## src/rtl/sdf_delay_line_if.sv

```systemverilog
// sdf_delay_line_if: stream bundle for the SDF delay line (control, sample in, delayed sample out, fill status)
interface sdf_delay_line_if #(
  parameter int WIDTH    = 19,
  parameter int LOG2_MAX = 4
);
  logic                en;
  logic                flush;
  logic [LOG2_MAX:0]   len_sel;
  logic [WIDTH-1:0]    in_r;
  logic [WIDTH-1:0]    in_i;
  logic [WIDTH-1:0]    out_r;
  logic [WIDTH-1:0]    out_i;
  logic                out_valid;
  logic [LOG2_MAX:0]   fill;
  modport master (output en, flush, len_sel, in_r, in_i, input out_r, out_i, out_valid, fill);
  modport slave  (input en, flush, len_sel, in_r, in_i, output out_r, out_i, out_valid, fill);
endinterface

```

## src/rtl/sdf_delay_line.sv

```systemverilog
// sdf_delay_line: complex delay line of runtime depth 2^len_sel with stall, flush and fill tracking (ports: clk, rst, bus slave)
module sdf_delay_line #(
  parameter int WIDTH    = 19,
  parameter int LOG2_MAX = 4
) (
  input logic               clk,
  input logic               rst,
  sdf_delay_line_if.slave   bus
);
  localparam int MAX_DEPTH = 1 << LOG2_MAX;
  localparam int LW        = LOG2_MAX + 1;
  logic [WIDTH-1:0]    st_r [MAX_DEPTH];
  logic [WIDTH-1:0]    st_i [MAX_DEPTH];
  logic [LW-1:0]       cur_len;
  logic [LW-1:0]       len_c;
  logic [LW-1:0]       fill_q;
  logic [LW-1:0]       depth;
  logic [LOG2_MAX-1:0] tap;
  // out-of-range selects behave as the maximum depth, including for change detection
  assign len_c = (bus.len_sel > LW'(LOG2_MAX)) ? LW'(LOG2_MAX) : bus.len_sel;
  assign depth = LW'(1) << cur_len;
  assign tap   = LOG2_MAX'(depth - LW'(1));
  always_ff @(posedge clk) begin
    if (rst || bus.flush) begin
      for (int k = 0; k < MAX_DEPTH; k++) begin
        st_r[k] <= '0;
        st_i[k] <= '0;
      end
      fill_q  <= '0;
      cur_len <= rst ? LW'(LOG2_MAX) : len_c;
    end else begin
      if (bus.en) begin
        st_r[0] <= bus.in_r;
        st_i[0] <= bus.in_i;
        for (int k = 1; k < MAX_DEPTH; k++) begin
          st_r[k] <= st_r[k-1];
          st_i[k] <= st_i[k-1];
        end
      end
      cur_len <= len_c;
      fill_q  <= (len_c != cur_len) ? '0 : (bus.en && fill_q < depth) ? fill_q + LW'(1) : fill_q;
    end
  end
  assign bus.out_r     = st_r[tap];
  assign bus.out_i     = st_i[tap];
  assign bus.fill      = fill_q;
  assign bus.out_valid = (fill_q == depth);
endmodule

```

## src/flat_wrapper.sv

```systemverilog
// flat-port wrapper written by rule: the top's interface ports become plain ports
module sdf_delay_line_flat 
#(
  parameter int WIDTH    = 19,
  parameter int LOG2_MAX = 4
)
  (clk, rst, bus_en, bus_flush, bus_len_sel, bus_in_r, bus_in_i, bus_out_r, bus_out_i, bus_out_valid, bus_fill);
  sdf_delay_line_if #(.WIDTH(WIDTH), .LOG2_MAX(LOG2_MAX)) bus_i ();
  input logic clk;
  input logic rst;
  input wire logic [$bits(bus_i.en)-1:0] bus_en;
  input wire logic [$bits(bus_i.flush)-1:0] bus_flush;
  input wire logic [$bits(bus_i.len_sel)-1:0] bus_len_sel;
  input wire logic [$bits(bus_i.in_r)-1:0] bus_in_r;
  input wire logic [$bits(bus_i.in_i)-1:0] bus_in_i;
  output wire logic [$bits(bus_i.out_r)-1:0] bus_out_r;
  output wire logic [$bits(bus_i.out_i)-1:0] bus_out_i;
  output wire logic [$bits(bus_i.out_valid)-1:0] bus_out_valid;
  output wire logic [$bits(bus_i.fill)-1:0] bus_fill;
  assign bus_i.en = bus_en;
  assign bus_i.flush = bus_flush;
  assign bus_i.len_sel = bus_len_sel;
  assign bus_i.in_r = bus_in_r;
  assign bus_i.in_i = bus_in_i;
  assign bus_out_r = bus_i.out_r;
  assign bus_out_i = bus_i.out_i;
  assign bus_out_valid = bus_i.out_valid;
  assign bus_fill = bus_i.fill;
  sdf_delay_line #(.WIDTH(WIDTH), .LOG2_MAX(LOG2_MAX)) u_core (.clk(clk), .rst(rst), .bus(bus_i));
endmodule
```

## config.mk

```make
export PLATFORM = sky130hd
export DESIGN_NAME = sdf_delay_line_flat
export DESIGN_NICKNAME = d
export VERILOG_FILES = /design/src/rtl/sdf_delay_line_if.sv /design/src/rtl/sdf_delay_line.sv /design/src/flat_wrapper.sv
export SDC_FILE = /design/constraint.sdc
export NUM_CORES = 1
export LEC_CHECK = 0
export CORE_MARGIN = 2
export CORE_UTILIZATION = 65
export DETAILED_ROUTE_END_ITERATION = 8
export PLACE_DENSITY = 0.81
export SYNTH_ARGS = -nofsm -noshare
export SYNTH_HDL_FRONTEND = slang
export SYNTH_SLANG_ARGS = --single-unit
```

## constraint.sdc

```tcl
create_clock -name clk -period 38.9 [get_ports clk]
set_input_delay 11.67 -clock clk [delete_from_list [all_inputs] [get_ports clk]]
set_output_delay 11.67 -clock clk [all_outputs]
set_load 0.005 [all_outputs]
```

After elaboration in Yosys (flattened, before gate mapping)
Memories as Yosys holds them, arrays and structs flattened.
Index checks and enable logic that the tools add are counted.
{ "totals": {"inputBits": 47, "regBits": 10, "ramBits": 608, "output_inout_bits": 44, "wordCells": 86, "n_memories": 2} }
{ "classes": {"eq_ne": 2, "mux": 40, "n_bitwise": 32, "add_sub_neg": 2, "n_reduce_logical": 3, "n_lt_le_gt_ge": 2, "shifts": 1} }
{ "memory_table": {"columns": ["memory", "depth", "width", "rd", "rd_ports_with_merged_regs", "write_ports", "line_no", "source"], "rows": [
  ["u_core.st_i", 16, 19, 16, 0, 16, "sdf_delay_line.sv:13", "logic [WIDTH-1:0] st_i [MAX_DEPTH];"],
  ["u_core.st_r", 16, 19, 16, 0, 16, "sdf_delay_line.sv:12", "logic [WIDTH-1:0] st_r [MAX_DEPTH];"]
]} }
{ "op_table": {"columns": ["op", "n"], "rows": [
  ["19-bit two-way mux", 32],
  ["1-bit OR", 32],
  ["5-bit two-way mux", 3],
  ["5-bit by 1-bit adder with 5-bit output (second input constant)", 1],
  ["5-bit == test", 1],
  ["5-bit by 3-bit greater-than comparator with 1-bit output (second input constant)", 1],
  ["5-bit < comparator", 1],
  ["1-bit two-way mux", 5],
  ["5-bit != test", 1],
  ["1-bit by 5-bit << shifter with 5-bit output (first input constant)", 1],
  ["4-bit by 1-bit subtractor with 4-bit output (second input constant)", 1],
  ["2-bit OR reduction", 1],
  ["1-bit logical AND", 1],
  ["1-bit logical OR", 1]
]} }

Longest topological paths before layout
{ "logic_depth": {"word_depth": 4, "mapped_depth": 13} }

Worst setup path after synthesis
OpenSTA, ideal clock, no wires.
{ "synth_path": {"kind": "in2reg", "startpoint": "in bus_en", "endpoint": "mem u_core.st_i[0][0] (enable)", "required_ns": 37.886, "path_buffers": 1, "path_slack_ns": 13.016, "arrival_ns": 24.870, "setup_ns": 1.014, "path_stages": 2, "cell_sequence": "clkbuf_1 -> or3_1"} }
{ "synth_lines": {"columns": ["element", "line_no", "source"], "rows": [
  ["start: declaration", "flat_wrapper.sv:11", "input wire logic [$bits(bus_i.en)-1:0] bus_en;"],
  ["end: declaration", "sdf_delay_line.sv:13", null]
]} }

Worst setup path after layout
{ "layout_path": {"startpoint": "reg u_core.cur_len[2]", "endpoint": "out bus_out_i[11]"} }
{ "layout_between": {"elab_chain_len": 3} }
{ "layout_lines": {"columns": ["element", "line_no", "source"], "rows": [
  ["start: declaration", "sdf_delay_line.sv:14", "logic [LW-1:0] cur_len;"],
  ["start signal: assignment", "sdf_delay_line.sv:30", "cur_len <= rst ? LW'(LOG2_MAX) : len_c;"],
  ["start signal: assignment", "sdf_delay_line.sv:40", "cur_len <= len_c;"],
  ["1-bit by 5-bit << shifter with 5-bit output", "sdf_delay_line.sv:21", "assign depth = LW'(1) << cur_len;"],
  ["4-bit by 1-bit subtractor with 4-bit output", "sdf_delay_line.sv:22", "assign tap = LOG2_MAX'(depth - LW'(1));"],
  ["memory 16 x 19 bit", null, null],
  ["end: declaration", "flat_wrapper.sv:17", "output wire logic [$bits(bus_i.out_i)-1:0] bus_out_i;"]
]} }
No other way between the ends.

==> flow_metrics.py <==
metrics = {
    "finish": {
        "fillers": 2515,
        "multi_input_area_um2": 8390,
        "area_growth_pct": 10.7,
        "nets": 1744,
        "diodes": 0,
        "drive_above_1_share_pct": 14.6,
        "layout_commonest_cell": "edfxtp_1",
        "most-common-layout-cells": "608 x edfxtp_1, 380 x and3_1, 230 x and2_1, 152 x mux4_2, 89 x clkdlybuf4s50_1",
        "final_cells": 2271,
        "seqCellArea_um2": 18500,
    },
    "setup_path": {
        "cp_data_arrival_time_ps": 5280,
        "cp_num_buf_inv": 3,
        "cpMaxStageDelayCell": "ha_4",
        "crit_type": "reg2out",
        "startpoint_type": "flip-flop",
        "cpPeakStageDelay_ps": 800,
        "required_ps": 27230,
        "crit_fanout": 57,
        "cp-end-kind": "primary output",
        "path_cells": "nor2_2 -> and2_4 -> inv_1 -> ha_4 -> buf_4 -> mux4_2 -> a22o_1 -> a221o_1 -> clkdlybuf4s50_1",
        "critPathTopFamily": "buffers and inverters",
    },
    "global_route": {
        "overflow": 0,
        "antenna_found_initial": 2,
        "grt_pass1_vias": 14800,
        "grt_pass1_wl_mm": 84.4,
        "grt_max_degree": 349,
        "gr-usage-all-layers_pct": 24.6,
    },
    "floorplan": {
        "die_w_um": 210,
        "die_area_um2": 44000,
        "initial_core_util_pct": 65.7,
        "rows": 75,
        "ioPinCount": 91,
        "core_um2": 41900,
        "die_y_um": 210,
    },
    "cts": {
        "cts_buffer_depth": 3,
        "clock_latency_ps": 610,
        "htree_num_levels": 2,
        "holdBufCountCts": 0,
        "cts_root_buf": "clkbuf_16",
        "cts_setup_buffers": 0,
        "cts_tree": "done",
        "clk_pin_slew_ps": 60,
        "cts-buffers-inserted": 61,
        "ctsResizeCount": 0,
        "clock-sinks": 618,
    },
    "sta": {
        "tns_ps": 0,
        "setup_viol": 0,
        "period_needed_ps": 16950,
        "tightest_slew_ps": 1190,
        "rsz0062_at_grt": "no",
        "slew_headroom_pct": 20.5,
        "hold_viol_final": 0,
        "setup_slack_ps": 21950,
        "skew_ps": 18.6,
        "max_freq_ghz": 0.0590,
        "finalCritPeriodShare_pct": 43.6,
        "drv_slew": 0,
    },
    "synth": {
        "synth_seq_area_share_pct": 67.1,
        "synthDistinctLibCells": 34,
        "syn_area_um2": 27500,
        "syn_avg_cell_area_um2": 16.4,
        "yosysWarnings": 0,
        "synth-seq-cells": 618,
        "netlist_instances": 1679,
    },
    "power_and_ir_drop": {
        "p_leak_nw": 12.7,
        "power-per-cell-area_nw_per_um2": 45.6,
        "vdd_drop_max_mv": 0.0396,
    },
    "placed_design": {
        "place_ws_ps": 22490,
        "io_buffers": 90,
        "gp_congestion": 0.729,
        "hpwl_mm": 27.5,
        "dp_cells": 2166,
    },
    "route": {
        "avgRoutedWirePerCell_um": 23.4,
        "drc": 0,
        "wirelength_mm": 53.1,
        "viasPerCell": 6.66,
        "drt_iter0_drc": 1903,
        "dr.pass1.iters": 5,
        "vias": 15100,
        "ant_nets": 0,
    },
    "status": {
        "status": "finished, final reports clean",
    },
    "min_path": {
        "hold_path.class": "reg2reg",
    },
    "run": {
        "maxCapViolCount": 0,
    },
}
## layer usage
metal  track usage, %  vias to the layer above  wire length (µm)
met5                0                        -                 0
met4             7.12                        0              1110
met3             3.70                       67              3610
met2             35.4                      569             24200
met1             39.8                     7833             24200
li1                 -                     6646                 -
## final cells by class
type                    instances  area share (%)
clock buffers                  79            5.24
flip-flops and latches        618            60.6
multi-input cells             897            27.6
well taps                     539            2.22
inverters                       6          0.0740
clock inverters                26           0.740
repair buffers                106            3.53
## cells in the mapped netlist
cell         n  area [µm²]
mux4_2     152        3420
a22o_1      38         333
o21ai_0      2        10.0
dfxtp_1     10         200
nand3_1      4        20.0
nand4_1      2        12.5
a21boi_0     1        7.51
ha_1         7        87.6
buf_6        8        90.1
conb_1       1        3.75
nor2_1      11        41.3
a21oi_1      3        15.0
and3_1     380        2380
nor3b_1      1        7.51
buf_2        1        5.00
nor2_2       1        6.26
nand3b_1     2        15.0
inv_1        6        22.5
edfxtp_1   608       18300
nand4b_1     1        8.76
o2111ai_1    1        8.76
mux2i_1      1        10.0
nor2b_1      1        6.26
xnor2_1      5        43.8
and2_1     231        1450
or3_1        1        6.26
nor3_1       5        25.0
nor4_1       1        6.26
nand2_1      4        15.0
xor2_1       1        8.76
and2_4       1        8.76
buf_4        8        60.1
clkbuf_1   142         533
a221o_1     38         380
## path summary, 6_finish.rpt
path / startpoint / slack [ps] / cells past startpoint / to
hold / removal: u_core.st_i[11][1]$_SDFFCE_PN0P_ / 540 / 1 / u_core.st_i[12][1]$_SDFFCE_PN0P_
hold reg to reg: u_core.st_i[11][1]$_SDFFCE_PN0P_ / 540 / 1 / u_core.st_i[12][1]$_SDFFCE_PN0P_
setup reg to reg: u_core.cur_len[2]$_DFF_P_ / 36420 / 7 / u_core.bus.fill[3]$_SDFFE_PP0P_
setup / recovery: u_core.cur_len[2]$_DFF_P_ / 21950 / 9 / bus_out_i[11]
## per-stage QoR
step                      area (µm²)  hold WS (ps)  utilization, %  power [mW]
after floorplan                27500           515               -       0.836
after global placement         28600           522            68.4       0.849
after detailed placement       28600           533            68.4       0.852
after CTS                      30400           535            72.7        1.40
after global routing           30400           559            72.7        1.43
final                          30400           536            72.7        1.39
## cells by family (layout without fill, tap and decap cells)
| group | Yosys count | count (layout) | synth area share [%] |
|---|---|---|---|
| AOI/OAI and AO/OA | 83 | 83 | 2.74 |
| xor gates and xnor gates | 6 | 6 | 0.191 |
| adders and majority gates | 7 | 7 | 0.318 |
| buffers and inverters | 165 | 217 | 2.58 |
| DFF | 618 | 618 | 67.1 |
| muxes | 153 | 153 | 12.5 |
| other | 1 | 2 | 0.0136 |
| and+or+nand+nor | 646 | 646 | 14.5 |
## sequential cells by signal (all words and copies together), names as in the netlist
register and count:
u_core.st_i 304, u_core.st_r 304, u_core.bus.fill 5, u_core.cur_len 5
## power by group
group	internal, mW	total [mW]	switching (mW)
logic	0.0284	0.0632	0.0349
registers	0.761	0.777	0.0156
clock network	0.312	0.550	0.237
total	1.10	1.39	0.288
No activity file was read; power rests on OpenSTA's default activity.
